**src/rtl/jesd204_rx_lane_align_if.sv**
```systemverilog
// Bus bundle for the JESD204B receive lane aligner: raw 8B/10B-decoded lane
// inputs on one side, deskewed multi-lane data and link status on the other.
// rx_valid has no back-pressure: each aligned beat is presented on rx_data for
// exactly one cycle while rx_valid is high, and the consumer must take it.
interface jesd204_rx_lane_align_if #(
    parameter int NUM_LANES    = 4,
    parameter int DATA_WIDTH   = 32,
    parameter int BUFFER_DEPTH = 16
);
    logic [NUM_LANES*DATA_WIDTH-1:0]   jesd_data;
    logic [NUM_LANES*4-1:0]            jesd_charisk;
    logic [NUM_LANES*4-1:0]            jesd_notintable;
    logic [NUM_LANES*4-1:0]            jesd_disperr;
    logic [NUM_LANES*DATA_WIDTH-1:0]   rx_data;
    logic                              rx_valid;
    logic                              link_ready;
    logic                              jesd_sync_n;
    logic                              align_error;
    logic [2*NUM_LANES-1:0]            lane_cgs_state;
    logic [$clog2(BUFFER_DEPTH)-1:0]   skew_beats;

    // Lane-interface side: supplies decoded lane beats, observes link status.
    modport master (
        output jesd_data, jesd_charisk, jesd_notintable, jesd_disperr,
        input  rx_data, rx_valid, link_ready, jesd_sync_n, align_error,
               lane_cgs_state, skew_beats
    );

    // Aligner side.
    modport slave (
        input  jesd_data, jesd_charisk, jesd_notintable, jesd_disperr,
        output rx_data, rx_valid, link_ready, jesd_sync_n, align_error,
               lane_cgs_state, skew_beats
    );
endinterface

```
**src/rtl/jesd204_rx_lane_align.sv**
```systemverilog
// JESD204B receive link layer: per-lane code-group sync, ILAS start detection
// and multi-lane deskew through per-lane elastic buffers read in lockstep.
module jesd204_rx_lane_align #(
    parameter int NUM_LANES    = 4,
    parameter int DATA_WIDTH   = 32,
    parameter int BUFFER_DEPTH = 16,
    parameter int CGS_K_COUNT  = 4
) (
    input  logic                   jesd_clk,
    input  logic                   reset,
    jesd204_rx_lane_align_if.slave bus
);
    localparam int AW = $clog2(BUFFER_DEPTH);
    localparam int KW = $clog2(CGS_K_COUNT + 1);

    localparam logic [1:0] CS_INIT = 2'd0;
    localparam logic [1:0] CS_DATA = 2'd1;
    localparam logic [1:0] CS_RUN  = 2'd2;

    localparam logic [KW-1:0] K_LAST = KW'(CGS_K_COUNT - 1);
    // Skew counter value one below the limit; the increment from here is fatal.
    localparam logic [AW-1:0] SKEW_LAST = AW'(BUFFER_DEPTH - 2);

    logic [1:0]            state     [NUM_LANES];
    logic [1:0]            state_nxt [NUM_LANES];
    logic [KW-1:0]         k_cnt     [NUM_LANES];
    logic [KW-1:0]         k_cnt_nxt [NUM_LANES];
    logic [1:0]            err_cnt     [NUM_LANES];
    logic [1:0]            err_cnt_nxt [NUM_LANES];
    logic [NUM_LANES-1:0]  lane_err, lane_all_k, lane_r, lane_drop, wr_en;

    logic [DATA_WIDTH-1:0] mem [NUM_LANES][BUFFER_DEPTH];
    logic [AW-1:0]         wr_ptr [NUM_LANES];
    logic [AW-1:0]         rd_ptr;
    logic [AW-1:0]         skew_cnt;
    logic [AW-1:0]         skew_q;
    logic                  released;
    logic                  any_run, all_run, timeout, drop, release_now, rd_en;

    logic [NUM_LANES*DATA_WIDTH-1:0] rx_data_q;
    logic                  rx_valid_q, link_ready_q, align_error_q;

    // Character and error decode for each lane's current beat.
    always_comb begin
        for (int i = 0; i < NUM_LANES; i++) begin
            lane_err[i]   = (|bus.jesd_notintable[i*4 +: 4]) | (|bus.jesd_disperr[i*4 +: 4]);
            lane_all_k[i] = 1'b1;
            for (int o = 0; o < 4; o++) begin
                lane_all_k[i] = lane_all_k[i] & bus.jesd_charisk[i*4 + o]
                              & (bus.jesd_data[i*DATA_WIDTH + o*8 +: 8] == 8'hBC);
            end
            lane_r[i] = bus.jesd_charisk[i*4] & (bus.jesd_data[i*DATA_WIDTH +: 8] == 8'h1C);
        end
    end

    // Per-lane CGS state machine and consecutive-error tracking.
    always_comb begin
        for (int i = 0; i < NUM_LANES; i++) begin
            state_nxt[i]   = state[i];
            k_cnt_nxt[i]   = k_cnt[i];
            err_cnt_nxt[i] = err_cnt[i];
            lane_drop[i]   = 1'b0;
            case (state[i])
                CS_INIT: begin
                    // Errors here only break the /K/ run.
                    if (lane_all_k[i] && !lane_err[i]) begin
                        if (k_cnt[i] == K_LAST) begin
                            state_nxt[i]   = CS_DATA;
                            k_cnt_nxt[i]   = '0;
                            err_cnt_nxt[i] = '0;
                        end else begin
                            k_cnt_nxt[i] = k_cnt[i] + 1'b1;
                        end
                    end else begin
                        k_cnt_nxt[i] = '0;
                    end
                end
                CS_DATA, CS_RUN: begin
                    if (lane_err[i]) begin
                        if (err_cnt[i] == 2'd2) lane_drop[i] = 1'b1;
                        else                    err_cnt_nxt[i] = err_cnt[i] + 1'b1;
                    end else begin
                        err_cnt_nxt[i] = '0;
                        if (state[i] == CS_DATA && lane_r[i]) state_nxt[i] = CS_RUN;
                    end
                end
                default: state_nxt[i] = CS_INIT;
            endcase
        end
    end

    // Link-level decisions: skew timeout, drop, release and buffer strobes.
    always_comb begin
        any_run = 1'b0;
        all_run = 1'b1;
        for (int i = 0; i < NUM_LANES; i++) begin
            any_run  = any_run | (state_nxt[i] == CS_RUN);
            all_run  = all_run & (state_nxt[i] == CS_RUN);
            wr_en[i] = (state_nxt[i] == CS_RUN);
        end
        // A lane arriving on the limit edge completes alignment instead.
        timeout     = !released && any_run && !all_run && (skew_cnt == SKEW_LAST);
        drop        = (|lane_drop) || timeout;
        release_now = !released && all_run && !drop;
        rd_en       = released && !drop;
    end

    // Lane FSM registers; a link drop returns every lane to CS_INIT.
    always_ff @(posedge jesd_clk or posedge reset) begin
        if (reset) begin
            for (int i = 0; i < NUM_LANES; i++) begin
                state[i]   <= CS_INIT;
                k_cnt[i]   <= '0;
                err_cnt[i] <= '0;
            end
        end else begin
            for (int i = 0; i < NUM_LANES; i++) begin
                state[i]   <= drop ? CS_INIT : state_nxt[i];
                k_cnt[i]   <= drop ? '0 : k_cnt_nxt[i];
                err_cnt[i] <= drop ? '0 : err_cnt_nxt[i];
            end
        end
    end

    // Deskew buffer storage; validity is tracked purely by the pointers.
    always_ff @(posedge jesd_clk) begin
        for (int i = 0; i < NUM_LANES; i++) begin
            if (wr_en[i]) mem[i][wr_ptr[i]] <= bus.jesd_data[i*DATA_WIDTH +: DATA_WIDTH];
        end
    end

    // Pointers, skew measurement, release and registered outputs.
    always_ff @(posedge jesd_clk or posedge reset) begin
        if (reset) begin
            for (int i = 0; i < NUM_LANES; i++) wr_ptr[i] <= '0;
            rd_ptr        <= '0;
            skew_cnt      <= '0;
            skew_q        <= '0;
            released      <= 1'b0;
            rx_data_q     <= '0;
            rx_valid_q    <= 1'b0;
            link_ready_q  <= 1'b0;
            align_error_q <= 1'b0;
        end else begin
            align_error_q <= timeout;
            if (drop) begin
                for (int i = 0; i < NUM_LANES; i++) wr_ptr[i] <= '0;
                rd_ptr       <= '0;
                skew_cnt     <= '0;
                released     <= 1'b0;
                rx_valid_q   <= 1'b0;
                link_ready_q <= 1'b0;
            end else begin
                for (int i = 0; i < NUM_LANES; i++) begin
                    if (wr_en[i]) wr_ptr[i] <= wr_ptr[i] + 1'b1;
                end
                if (release_now) begin
                    released <= 1'b1;
                    skew_q   <= skew_cnt;
                end
                // Counts cycles since the first lane started, until release.
                if (released || release_now || !any_run) skew_cnt <= '0;
                else                                     skew_cnt <= skew_cnt + 1'b1;
                rx_valid_q   <= rd_en;
                link_ready_q <= rd_en;
                if (rd_en) begin
                    rd_ptr <= rd_ptr + 1'b1;
                    for (int i = 0; i < NUM_LANES; i++) begin
                        rx_data_q[i*DATA_WIDTH +: DATA_WIDTH] <= mem[i][rd_ptr];
                    end
                end
            end
        end
    end

    // SYNC~ and per-lane state follow the FSM registers directly.
    always_comb begin
        bus.jesd_sync_n = 1'b1;
        for (int i = 0; i < NUM_LANES; i++) begin
            bus.lane_cgs_state[i*2 +: 2] = state[i];
            if (state[i] == CS_INIT) bus.jesd_sync_n = 1'b0;
        end
    end

    assign bus.rx_data     = rx_data_q;
    assign bus.rx_valid    = rx_valid_q;
    assign bus.link_ready  = link_ready_q;
    assign bus.align_error = align_error_q;
    assign bus.skew_beats  = skew_q;
endmodule
```
**src/flat_wrapper.sv**
```systemverilog
// flat-port wrapper written by rule: the top's interface ports become plain ports
module jesd204_rx_lane_align_flat 
#(
    parameter int NUM_LANES    = 4,
    parameter int DATA_WIDTH   = 32,
    parameter int BUFFER_DEPTH = 16,
    parameter int CGS_K_COUNT  = 4
)
  (jesd_clk, reset, bus_jesd_data, bus_jesd_charisk, bus_jesd_notintable, bus_jesd_disperr, bus_rx_data, bus_rx_valid, bus_link_ready, bus_jesd_sync_n, bus_align_error, bus_lane_cgs_state, bus_skew_beats);
  jesd204_rx_lane_align_if #(.NUM_LANES(NUM_LANES), .DATA_WIDTH(DATA_WIDTH), .BUFFER_DEPTH(BUFFER_DEPTH)) bus_i ();
  input  logic jesd_clk;
  input  logic reset;
  input wire logic [$bits(bus_i.jesd_data)-1:0] bus_jesd_data;
  input wire logic [$bits(bus_i.jesd_charisk)-1:0] bus_jesd_charisk;
  input wire logic [$bits(bus_i.jesd_notintable)-1:0] bus_jesd_notintable;
  input wire logic [$bits(bus_i.jesd_disperr)-1:0] bus_jesd_disperr;
  output wire logic [$bits(bus_i.rx_data)-1:0] bus_rx_data;
  output wire logic [$bits(bus_i.rx_valid)-1:0] bus_rx_valid;
  output wire logic [$bits(bus_i.link_ready)-1:0] bus_link_ready;
  output wire logic [$bits(bus_i.jesd_sync_n)-1:0] bus_jesd_sync_n;
  output wire logic [$bits(bus_i.align_error)-1:0] bus_align_error;
  output wire logic [$bits(bus_i.lane_cgs_state)-1:0] bus_lane_cgs_state;
  output wire logic [$bits(bus_i.skew_beats)-1:0] bus_skew_beats;
  assign bus_i.jesd_data = bus_jesd_data;
  assign bus_i.jesd_charisk = bus_jesd_charisk;
  assign bus_i.jesd_notintable = bus_jesd_notintable;
  assign bus_i.jesd_disperr = bus_jesd_disperr;
  assign bus_rx_data = bus_i.rx_data;
  assign bus_rx_valid = bus_i.rx_valid;
  assign bus_link_ready = bus_i.link_ready;
  assign bus_jesd_sync_n = bus_i.jesd_sync_n;
  assign bus_align_error = bus_i.align_error;
  assign bus_lane_cgs_state = bus_i.lane_cgs_state;
  assign bus_skew_beats = bus_i.skew_beats;
  jesd204_rx_lane_align #(.NUM_LANES(NUM_LANES), .DATA_WIDTH(DATA_WIDTH), .BUFFER_DEPTH(BUFFER_DEPTH), .CGS_K_COUNT(CGS_K_COUNT)) u_core (.jesd_clk(jesd_clk), .reset(reset), .bus(bus_i));
endmodule
```
**config.mk**
```make
export PLATFORM = sky130hd
export DESIGN_NAME = jesd204_rx_lane_align_flat
export DESIGN_NICKNAME = d
export VERILOG_FILES = /design/src/rtl/jesd204_rx_lane_align_if.sv /design/src/rtl/jesd204_rx_lane_align.sv /design/src/flat_wrapper.sv
export SDC_FILE = /design/constraint.sdc
export NUM_CORES = 2
export LEC_CHECK = 0
export CORE_ASPECT_RATIO = 0.9
export CORE_UTILIZATION = 55
export DETAILED_ROUTE_END_ITERATION = 10
export PLACE_DENSITY_LB_ADDON = 0.25
export SYNTH_ARGS = -nofsm -noshare
export SYNTH_HDL_FRONTEND = slang
export SYNTH_SLANG_ARGS = --single-unit
```
**constraint.sdc**
```tcl
create_clock -name jesd_clk -period 5.6 [get_ports jesd_clk]
set_clock_uncertainty 0.05 [all_clocks]
set_input_delay 0.84 -clock jesd_clk [delete_from_list [all_inputs] [get_ports jesd_clk]]
set_output_delay 0.84 -clock jesd_clk [all_outputs]
set_load 0.005 [all_outputs]
```
# [Yosys cells after proc, flatten, opt, wreduce, memory -nomap -nowiden]
# Memory sizes are Yosys's and may differ from the RTL's.
# Index checks and enable logic that the tools add are counted.
[totals] output_inout_bits=144 mem_bits_rw=2048 mem_count=1 register_bits=187 input_bits=178
[op_classes] muxes=120 reduce_logical=66 addsub=14 n_lt_le_gt_ge=9 eq_ne=53 bitwise_logic=48
[memory_table] name="u_core.mem" depth=4 word_bits=512 rd=4 rd_clocked_by_memory_dff=0 wr=4 line_no="jesd204_rx_lane_align.sv:32" text="logic [DATA_WIDTH-1:0] mem [NUM_LANES][BUFFER_DEPTH];"
[op_table] op="512-bit two-way mux" n=4
[op_table] op="32-bit binary-select mux with 4-bit select" n=4
[op_table] op="32-bit demux with 4-bit select" n=4
[op_table] op="32-bit two-way mux" n=12
[op_table] op="8-bit equality test (second input constant)" n=16
[op_table] op="2-bit two-way mux" n=40
[op_table] op="3-bit two-way mux" n=16
[op_table] op="4-bit OR reduction" n=9
[op_table] op="1-bit AND" n=35
[op_table] op="8-bit by 5-bit equality test with 1-bit output (second input constant)" n=4
[op_table] op="4-bit two-way mux" n=8
[op_table] op="2-bit case mux with 2 select lines" n=8
[op_table] op="5-bit >= comparator (second input constant)" n=5
[op_table] op="4-bit NOT with 5-bit output" n=5
[op_table] op="4-bit by 1-bit adder with 4-bit output (second input constant)" n=6
[op_table] op="2-bit equality test (second input constant)" n=12
[op_table] op="3-bit by 1-bit != test with 1-bit output (second input constant)" n=8
[op_table] op="1-bit two-way mux" n=23
[op_table] op="5-bit by 1-bit < comparator with 1-bit output (second input constant)" n=4
[op_table] op="2-bit nonzero test" n=10
[op_table] op="1-bit logical AND" n=18
[op_table] op="16-bit two-way mux" n=1
[op_table] op="4-bit != test (second input constant)" n=4
[op_table] op="4-bit AND reduction" n=4
[op_table] op="13 further kinds" n=50

# [Depth between registers and ports, before layout]
[depth] word_depth=25 ltp_mapped=12 ltp_nobuf=9

# [Worst setup path before layout]
# Ideal clock, no wire load.
[synth_timing] path_kind="in2reg" startpoint="in bus_jesd_disperr[13]" endpoint="mem u_core.mem[3][384] in the netlist's numbering (enable)" setup_time_ns=0.461 n_path_buf=0 path_slack_ns=0.487 cell_stages=7 t_required_ns=5.089 arrival_ns=4.602 cell_sequence="nor4_2 -> nand4_2 -> a2111oi_2 -> nor2_1 -> a311oi_4 -> nand2_1 -> nor3_1"
[synth_lines] item="start, declared" line_no="flat_wrapper.sv:16" text="input wire logic [$bits(bus_i.jesd_disperr)-1:0] bus_jesd_disperr;"
[synth_lines] item="end, declared" line_no="jesd204_rx_lane_align.sv:32"

==> flow_metrics.tcl <==
set metrics [dict create \
    holdBufCountCts 0 \
    r2r_end "u_core.mem[3][269]$_DFFE_PP_" \
    yosys.area.top_type_share_pct 71.8 \
    cts_tree "yes" \
    routed_wl_um 189000 \
    cp_max_fo 17 \
    avgSynthCellArea_um2 23.7 \
    cp-end-kind "register" \
    grt_util_all_layers_pct 24.5 \
    syn_nets 3833 \
    dp_hpwl_um 107000 \
    vias 39700 \
    ir_worst_vdd_v 0.000315 \
    syn_area_um2 85600 \
    reg2regPathDepth 9 \
    dr.pass1.iters 5 \
    h-tree-depth 4 \
    cts-root-buf "clkbuf_16" \
    maxSlewHeadroom_pct 22.2 \
    die_y_um 376 \
    crit_chain "clkdlybuf4s50_1 > nor3b_1 > nand4_2 > a2111oi_2 > nor2_1 > a311oi_4 > nand2_1 > nor2_4 > buf_4" \
    grt_pass1_vias 40696 \
    powerDensity_nw_per_um2 335 \
    startpoint_type "input pin" \
    synth-main-ff-cell "edfxtp_1" \
    antenna_found_initial 18 \
    p_leak_uw 0.0319 \
    drv_slew 0 \
    post_drt_wl_per_cell_um 29.5 \
    r2r_start "u_core.bus.lane_cgs_state[7]$_DFF_PP0_" \
    cts.sinks 2235 \
    grt_pass1_wl_um 277000 \
    synth_edf_count 2048 \
    outcome "complete, no violations" \
    io_pins 322 \
    area_growth_syn_to_layout_pct 17.1 \
    finalSetupTns_ns 0 \
    slowest_stage "clkdlybuf4s50_1" \
    fin_nets 4361 \
    rsz0062_at_grt "false" \
    yosys.area.top_type "edfxtp_1" \
    grt_max_degree 120 \
    dp_cells 5999 \
    post-route-drc-count 0 \
    place_congestion 0.773 \
    clk_path_buf_depth 3 \
    clkTransAtPathRegs_ns 0.06 \
    multi_input_comb_area_um2 18900 \
    drive_above_1_share_pct 31.1 \
    die_area_um2 157000 \
    finalSetupViolations 0 \
    fillers 9779 \
    final_cells 6411 \
    cts_buffers 213 \
    ctsResizeCount 0 \
    port-buffer-count 321 \
    synth-warning-count 0 \
    hold_class "input pin to async pin" \
    synth_seq_area_share_pct 77.3 \
    slowest_delay_ns 0.78 \
    first_iter_violations 4284 \
    worstPathRequired_ns 6.09 \
    synthArstFlopShare_pct 8.37 \
    synth_cell_types 58 \
    via_per_inst 6.19 \
    post_cts_buffers 0 \
    fin_crit_ns 4.30 \
    overflow 0 \
    synth.area.top_cells "edfxtp_1, mux4_2, dfrtp_1" \
    rows 136 \
    critPathArrivalTime_ns 4.80 \
    r2r_slack_ns 1.83 \
    ys_ff_latch 2235 \
    register_area_um2 66200 \
    worstMarginPinSlew_ns 1.17 \
    detail-route-antenna-nets 0 \
    drv_cap 0 \
    synthCells 3616 \
    hold_viol 0 \
    path_class "input pin to register" \
    design.core.area_um2 154000 \
    chipWidth_um 418 \
    start_util_pct 55.7 \
    fin_crit_sh_pct 76.9 \
    insertion_delay_ns 0.85 \
    max_freq_mhz 232 \
]
-- synthesized netlist by cell type, drive strengths merged (3+ instances only) --
library cell	instances
and4b	3
buf	55
a21oi	14
a211oi	4
nand2	43
ha	39
nand4b	14
nand2b	10
clkbuf	119
nand3	4
or2	3
dfrtp	187
mux2i	12
nor4	18
mux4	640
edfxtp	2048
and3	4
o21ai	9
inv	31
o21a	3
xor2	9
nor2	89
and3b	4
nor2b	6
nand4bb	4
nand3b	3
nand4	16
nor3b	6
mux2	133
nor3	23
nor4bb	3
xnor2	8
and2	32
-- routing by layer --
layer  share of wire [%]  global-route usage (%)  routed length, um  vias to the layer above
met1                  41                    35.2              77200                    21448
li1                    -                       -                  -                    16425
met2                  50                    39.0              94100                     1527
met3                 6.7                    4.05              12700                      284
met4                 2.8                    8.04               5390                       16
met5               0.050                       0                 95                        -
-- per-stage QoR --
step / util (%) / setup slack, ns / instance area (um^2) / power (uW) / hold WS [ns]
2_1_floorplan: - / 0.487 / 85600 / 18600 / 0.411
3_3_place_gp: 60.4 / 0.411 / 92800 / 19000 / 0.428
3_5_place_dp: 60.4 / 0.355 / 92800 / 19000 / 0.440
4_1_cts: 65.2 / 1.25 / 100000 / 33800 / 0.310
5_1_grt: 65.3 / 1.08 / 100000 / 34400 / 0.346
6_report: 65.3 / 1.30 / 100000 / 33600 / 0.350
-- kinds of logic after synthesis --
family | share of synthesized area, %
simple gates | 1.89
buf+inv | 0.937
xor+xnor | 0.174
compound gates | 0.382
fa+ha+maj | 0.570
flops | 77.3
mux | 18.7
-- critical path, delay by kind of cell --
kind / cells / cell delay, ns
buf+inv: 2 / 1.09
simple gates: 5 / 1.89
compound gates: 2 / 0.95
-- cell type report --
cell class,instances,share of cell area [%]
flip-flops and latches,2235,66.0
multi-input cells,1176,18.8
clock buffers,286,5.87
repair buffers,487,5.05
well taps,2070,2.58
clock inverters,120,1.51
inverters,31,0.120
diodes,6,0.0150
-- cells in the final DEF (no fill, tap or decap), drive strengths merged, types with 4 or more instances in the layout --
cell / netlist / final
a21oi: 14 / 14
clkinv: 0 / 77
nand4b: 14 / 14
diode: 0 / 6
and3b: 4 / 4
mux4: 640 / 640
mux2: 133 / 133
inv: 31 / 34
mux2i: 12 / 12
xnor2: 8 / 8
nor2b: 6 / 6
ha: 39 / 39
nand2: 43 / 43
clkbuf: 119 / 286
xor2: 9 / 9
and2: 32 / 32
nand4bb: 4 / 4
nand2b: 10 / 10
o21ai: 9 / 9
bufinv: 0 / 27
a211oi: 4 / 4
nor3b: 6 / 6
nor3: 23 / 23
nor2: 89 / 89
clkdlybuf4s50: 0 / 321
nand4: 16 / 16
nor4: 18 / 18
and3: 4 / 4
nand3: 4 / 4
dfrtp: 187 / 187
clkinvlp: 0 / 13
edfxtp: 2048 / 2048
buf: 55 / 166
-- worst max path at each step --
stage | startpoint | to | slack (ns)
final | bus_jesd_data[96] | u_core.mem[3][269]$_DFFE_PP_ | 1.30
after CTS | bus_jesd_data[96] | u_core.mem[3][298]$_DFFE_PP_ | 1.25
after floorplan | bus_jesd_disperr[13] | u_core.mem[3][384]$_DFFE_PP_ | 0.49
after detailed placement | bus_jesd_data[96] | u_core.mem[3][262]$_DFFE_PP_ | 0.35
after global placement | bus_jesd_data[96] | u_core.mem[3][266]$_DFFE_PP_ | 0.41
after global routing | bus_jesd_data[96] | u_core.mem[3][291]$_DFFE_PP_ | 1.08
-- power breakdown --
part	leakage [uW]	internal, uW	switching [uW]
clock network	0.00358	8680	6260
registers	0.0210	18200	0.00000000000337
logic	0.00731	142	286
-- sequential cells by signal, summed over array words and instances (netlist names) --
name                       count
u_core.k_cnt                  12
u_core.wr_ptr                 16
u_core.bus.rx_valid            1
u_core.bus.rx_data           128
u_core.bus.align_error         1
u_core.mem                  2048
u_core.rd_ptr                  4
u_core.bus.lane_cgs_state      8
u_core.bus.skew_beats          4
u_core.err_cnt                 8
u_core.skew_cnt                4
u_core.released                1
No activity file was read; power rests on OpenSTA's default activity.
